===== config.mk =====
export PLATFORM = sky130hd
export DESIGN_NAME = fb_write_arbiter
export DESIGN_NICKNAME = d
export VERILOG_FILES = /design/src/rtl/fb_write_arbiter.sv
export SDC_FILE = /design/constraint.sdc
export NUM_CORES = 1
export LEC_CHECK = 0
export CORE_ASPECT_RATIO = 2
export CORE_MARGIN = 8
export CORE_UTILIZATION = 38
export DETAILED_ROUTE_END_ITERATION = 6
export GPL_TIMING_DRIVEN = 0
export PLACE_DENSITY = 0.71
export SLEW_MARGIN = 20
export SYNTH_ARGS = -nofsm -noshare
export SYNTH_HDL_FRONTEND = slang
export SYNTH_SLANG_ARGS = --single-unit
export TNS_END_PERCENT = 100

===== constraint.sdc =====
create_clock -name CLK -period 4.7 [get_ports CLK]
set_input_delay 0.705 -clock CLK [delete_from_list [all_inputs] [get_ports CLK]]
set_output_delay 0.705 -clock CLK [all_outputs]
set_load 0.02 [all_outputs]

===== src/rtl/fb_write_arbiter.sv =====
// Write-side controller for the overlay frame buffer: round-robin arbitration of two pixel
// requesters onto one registered write port, plus a full-screen clear sweep.
module fb_write_arbiter #(
  parameter int unsigned VGA_WIDTH  = 640,
  parameter int unsigned VGA_HEIGHT = 480,
  parameter int unsigned ADDR_W     = 19
) (
  input  logic              CLK,
  input  logic              RESET,
  input  logic              CLEAR_REQ,
  input  logic              REQ0_VALID,
  input  logic [9:0]        REQ0_X,
  input  logic [9:0]        REQ0_Y,
  input  logic [23:0]       REQ0_DATA,
  output logic              REQ0_READY,
  input  logic              REQ1_VALID,
  input  logic [9:0]        REQ1_X,
  input  logic [9:0]        REQ1_Y,
  input  logic [23:0]       REQ1_DATA,
  output logic              REQ1_READY,
  output logic              WRITE_EN,
  output logic [ADDR_W-1:0] WRITE_ADDR,
  output logic [23:0]       WRITE_DATA,
  output logic              BUSY,
  output logic              CLEAR_DONE,
  output logic              DROP
);

  localparam logic [ADDR_W-1:0] LastAddr = ADDR_W'(VGA_WIDTH * VGA_HEIGHT - 1);
  localparam logic [10:0]       XLim     = 11'(VGA_WIDTH);
  localparam logic [10:0]       YLim     = 11'(VGA_HEIGHT);

  typedef enum logic [0:0] {StServe, StClear} state_e;

  state_e              state_q, state_d;
  logic [ADDR_W-1:0]   cnt_q, cnt_d;
  logic                last_q, last_d;  // 1: REQ1 was served last
  logic                we_q, we_d;
  logic [ADDR_W-1:0]   addr_q, addr_d;
  logic [23:0]         data_q, data_d;
  logic                busy_q, busy_d;
  logic                done_q, done_d;
  logic                drop_q, drop_d;

  logic                gnt0, gnt1, accept, in_range;
  logic [9:0]          sel_x, sel_y;
  logic [23:0]         sel_data;
  logic [ADDR_W-1:0]   pix_addr, cnt_nxt;

  // On a tie the requester not served last wins.
  assign gnt1     = REQ1_VALID & (~REQ0_VALID | ~last_q);
  assign gnt0     = REQ0_VALID & ~gnt1;
  assign sel_x    = gnt1 ? REQ1_X : REQ0_X;
  assign sel_y    = gnt1 ? REQ1_Y : REQ0_Y;
  assign sel_data = gnt1 ? REQ1_DATA : REQ0_DATA;
  assign in_range = ({1'b0, sel_x} < XLim) && ({1'b0, sel_y} < YLim);
  assign pix_addr = ADDR_W'(sel_y) * ADDR_W'(VGA_WIDTH) + ADDR_W'(sel_x);
  assign cnt_nxt  = cnt_q + 1'b1;

  always_comb begin
    state_d    = state_q;
    cnt_d      = cnt_q;
    last_d     = last_q;
    we_d       = 1'b0;
    addr_d     = addr_q;
    data_d     = data_q;
    busy_d     = 1'b0;
    done_d     = 1'b0;
    drop_d     = 1'b0;
    accept     = 1'b0;
    REQ0_READY = 1'b0;
    REQ1_READY = 1'b0;
    unique case (state_q)
      StServe: begin
        if (CLEAR_REQ) begin
          state_d = StClear;
          cnt_d   = '0;
          we_d    = 1'b1;
          addr_d  = '0;
          data_d  = '0;
          busy_d  = 1'b1;
          done_d  = (LastAddr == '0);
        end else begin
          REQ0_READY = ~RESET & gnt0;
          REQ1_READY = ~RESET & gnt1;
          accept     = gnt0 | gnt1;
          if (accept) begin
            last_d = gnt1;
            if (in_range) begin
              we_d   = 1'b1;
              addr_d = pix_addr;
              data_d = sel_data;
            end else begin
              drop_d = 1'b1;
            end
          end
        end
      end
      StClear: begin
        // cnt_q is the address currently on the write bus.
        if (cnt_q == LastAddr) begin
          state_d = StServe;
          cnt_d   = '0;
        end else begin
          cnt_d  = cnt_nxt;
          we_d   = 1'b1;
          addr_d = cnt_nxt;
          data_d = '0;
          busy_d = 1'b1;
          done_d = (cnt_nxt == LastAddr);
        end
      end
      default: state_d = StServe;
    endcase
  end

  always_ff @(posedge CLK or posedge RESET) begin
    if (RESET) begin
      state_q <= StServe;
      cnt_q   <= '0;
      last_q  <= 1'b1;
      we_q    <= 1'b0;
      addr_q  <= '0;
      data_q  <= '0;
      busy_q  <= 1'b0;
      done_q  <= 1'b0;
      drop_q  <= 1'b0;
    end else begin
      state_q <= state_d;
      cnt_q   <= cnt_d;
      last_q  <= last_d;
      we_q    <= we_d;
      addr_q  <= addr_d;
      data_q  <= data_d;
      busy_q  <= busy_d;
      done_q  <= done_d;
      drop_q  <= drop_d;
    end
  end

  assign WRITE_EN   = we_q;
  assign WRITE_ADDR = addr_q;
  assign WRITE_DATA = data_q;
  assign BUSY       = busy_q;
  assign CLEAR_DONE = done_q;
  assign DROP       = drop_q;

endmodule


==> results.md <==
* Port Buffers at 141
* DR WL met3 at 935 microns
* Global-route wire length before repair at 25070 microns
* Vias at 4564
* ANT nets after route at 0
* Synth Cell Area at 4524 sq um
* Total setup buffers inserted after CTS at 0
* Measured slew at the worst slew-check pin at 717.4 ps
* Post-Synth Adder-Cell Area at 0.05310
* M1 WL at 5607 microns
* CP Launch Type: input pin
* Arrival @ worst endpoint at 4780 ps
* Max clock buf depth at 2
* CTS H-tree lvls at 3
* Post-synthesis xor/xnor area fraction at 0.06582
* Initial antenna violation count at 0
* Outcome: finished clean
* Worst-path fanout max at 10
* Layout Nets at 778
* Starting density of the core at 0.3867
* Mean Syn Cell Area at 8.802 sq um
* Iter 0 DRT Violations at 270
* Post-Syn Instances at 514
* Maxcap violations at 0
* Top cells by area, synth: dfrtp_1 (37%), mux2i_1 (8.0%), nand2_1 (6.4%), o31ai_1 (5.1%), ha_1 (4.4%)
* Syn Nets at 625
* Register area share after synthesis at 0.3709
* Final hold vios at 0
* Period utilisation layout at 0.9610
* Leakage dissipation at 2.731 nW
* Final Max Slew Viols at 0
* Largest net degree at the start of global routing at 51
* Commonest cells post-synth: nand2_1 (77), dfrtp_1 (66), nor2_1 (41), mux2i_1 (36), o21ai_0 (36)
* CP max-delay cell: clkdlybuf4s50_1
* Vias in the first global route at 4817
* Post-synth top flop: dfrtp_1
* Post-synthesis mux area share at 0.09707
* Placed Area at 6147 sq um
* Compound-Gate Fraction of Synth Area at 0.1847
* CP endpoint kind: flop
* Min-Delay Path Class: flop to flop
* Fin crit period at 4517 ps
* Cell variety after synth at 59
* Clk slew on worst S/H paths at 60 ps
* Cell with the most instances after synthesis: nand2_1
* Num rows at 56
* Ys Warns at 0
* Cell Chain, Critical Path: clkdlybuf4s50_1, a21boi_2, buf_6, buf_6, mux2_2, ha_1, ha_1, fa_1, a211oi_4, nor2_1, a211oi_2, a31oi_1, a211o_1, a32oi_1
* CTS tree: done
* Drt drc at 0
* Area Growth Syn to Fin at 43.78%
* Routed WL per cell at 19.78 microns
* Ratio of cells with drive above 1 in the final layout at 0.08185
* FFs w/ async S/R, synth at 1.000
* Total track usage at 0.2038
* Post-synth EDFFs at 0
* Max_slew headroom at 0.5217
* Antenna cell count at 0
* Fraction of the mapped netlist area in simple logic gates at 0.1795
* Max stage delay on crit path at 530 ps
* Worst vdd ir at 0.2204 mV
* Die Y at 170.3 microns
* Post-DP HPWL at 12760 microns
* Core area at 11700 sq um
* Clock Skew at 7.540 ps
* DRT Pass-1 Iters at 5
* Area leader, netlist: dfrtp_1
* Placed cells at 801
* Final wirelength at 16160 microns
* Top sig layer: met4
* Pwr dens at 342.7 nW/um^2
* CTS sink cnt at 67
* Met2 WL at 8907 microns
* Worst-skew pair later-pin latency at 340 ps
* GPL Wtd Cong at 0.8853
* Clock buffer count from CTS at 9
* Tot Pwr at 0.002229 W
* Yosys reg bits at 67
* Ports at 142
* Total gr overflow at 0
* Vias per Instance at 5.586
* Hold Slack at 474.9 ps
* Highest clock rate at 0.2214 GHz
* Die area at 15870 sq um
* Post-route design area at 6505 sq um
* Root buffer cell: clkbuf_16
* Cell Count, Final, Fillers Out at 817
* Pre-CTS setup slack at -881.0 ps
* Setup CP Type: input pin to flop
* Share of the synthesized area in the top cell type at 0.3650
* Combinational family with the most area after synthesis: compound AO/OA/AOI/OAI gates
* Final WS setup at 183.4 ps
* WP data required at 4960 ps
* Die W at 93.16 microns
* Final Setup Violations at 0
path summary, 6_finish.rpt:
path                                     start        endpoint  slack (ps)  cells past startpoint
worst max-delay path                REQ0_VALID  WRITE_ADDR[18]         180                     14
worst min-delay path            WRITE_DATA[21]  WRITE_DATA[21]         470                      2
worst max register to register          last_q  WRITE_ADDR[18]         770                     13
worst min register to register  WRITE_DATA[21]  WRITE_DATA[21]         470                      2
max in group asynchronous                RESET          last_q        3440                      3
min in group asynchronous                RESET   WRITE_DATA[7]         690                      2
metal layers:
metal,track usage,vias up
li1,-,2170
met4,0.1278,0
met1,0.2036,2181
met3,0.04281,46
met2,0.3697,167
met5,0,-
cells by family after synthesis:
family | Yosys count
AOI/OAI and AO/OA | 125
xor gates and xnor gates | 34
adders and majority gates | 18
buffers and inverters | 50
DFF | 67
muxes | 43
and+or+nand+nor | 177
layout make-up:
type | instances | area (sq um)
Timing Repair Buffer | 142 | 1439
Clock inverter | 6 | 65.06
Sequential cell | 67 | 1678
Inverter | 18 | 70.07
Clock buffer | 10 | 239.0
Fill cell | 1090 | 5196
Buffer | 32 | 167.7
Multi-Input combinational cell | 397 | 2665
Tap cell | 145 | 181.4
power by group:
group | internal [W] | switching (W) | leakage (nW) | total, W
registers | 0.000667 | 0.0000887 | 0.860 | 0.000756
clock network | 0.000425 | 0.000269 | 0.148 | 0.000693
logic | 0.000370 | 0.000410 | 1.72 | 0.000780
layout by cell type (no fill, tap or decap), types with 3 or more instances in the layout:
master and instances:
a21oi_1 13, a221oi_1 5, a22o_1 3, a31oi_1 6, and3_1 5, buf_2 11, buf_4 3, buf_6 3
clkbuf_1 15, clkbuf_16 9, clkdlybuf4s50_1 141, dfrtp_1 66, ha_1 16, inv_1 16, mux2_2 7, mux2i_1 35
nand2_1 77, nand3_1 12, nand4_1 8, nor2_1 41, nor2b_1 4, nor3_1 9, nor3b_1 3, o211ai_1 3
o21ai_0 36, o22ai_1 4, o31ai_1 31, xnor2_1 18, xor2_1 16
metrics by stage:
step	setup TNS (ps)	utilization
after global placement	-3566	0.5228
after global routing	-2.464	0.5559
after detailed placement	-3716	0.5253
final	0	0.5559
after floorplan	0	-
after CTS	0	0.5536
flip-flops by register name, indices dropped and copies added (netlist names):
register and cells:
last_q 1, CLEAR_DONE 1, WRITE_ADDR 19, WRITE_DATA 24
WRITE_EN 1, BUSY 1, DROP 1, cnt_q 19
worst max-delay path: cells and delay by family:
family / cells / cell delay, ps
fa+ha+maj: 3 / 970
simple gates: 1 / 170
buf+inv: 3 / 950
compound gates: 6 / 1580
mux: 1 / 390
what timing repair did:
| action | CTS | global route |
|---|---|---|
| endpoints found under the setup margin | 5 | 4 |
| pin swaps | 0 | 1 |
| hold endpoints to repair | 0 | 0 |
| hold buffers | 0 | 0 |
| resized for setup | 8 | 6 |
| cloned | 0 | 0 |
Power figures use the tool's default switching activity.
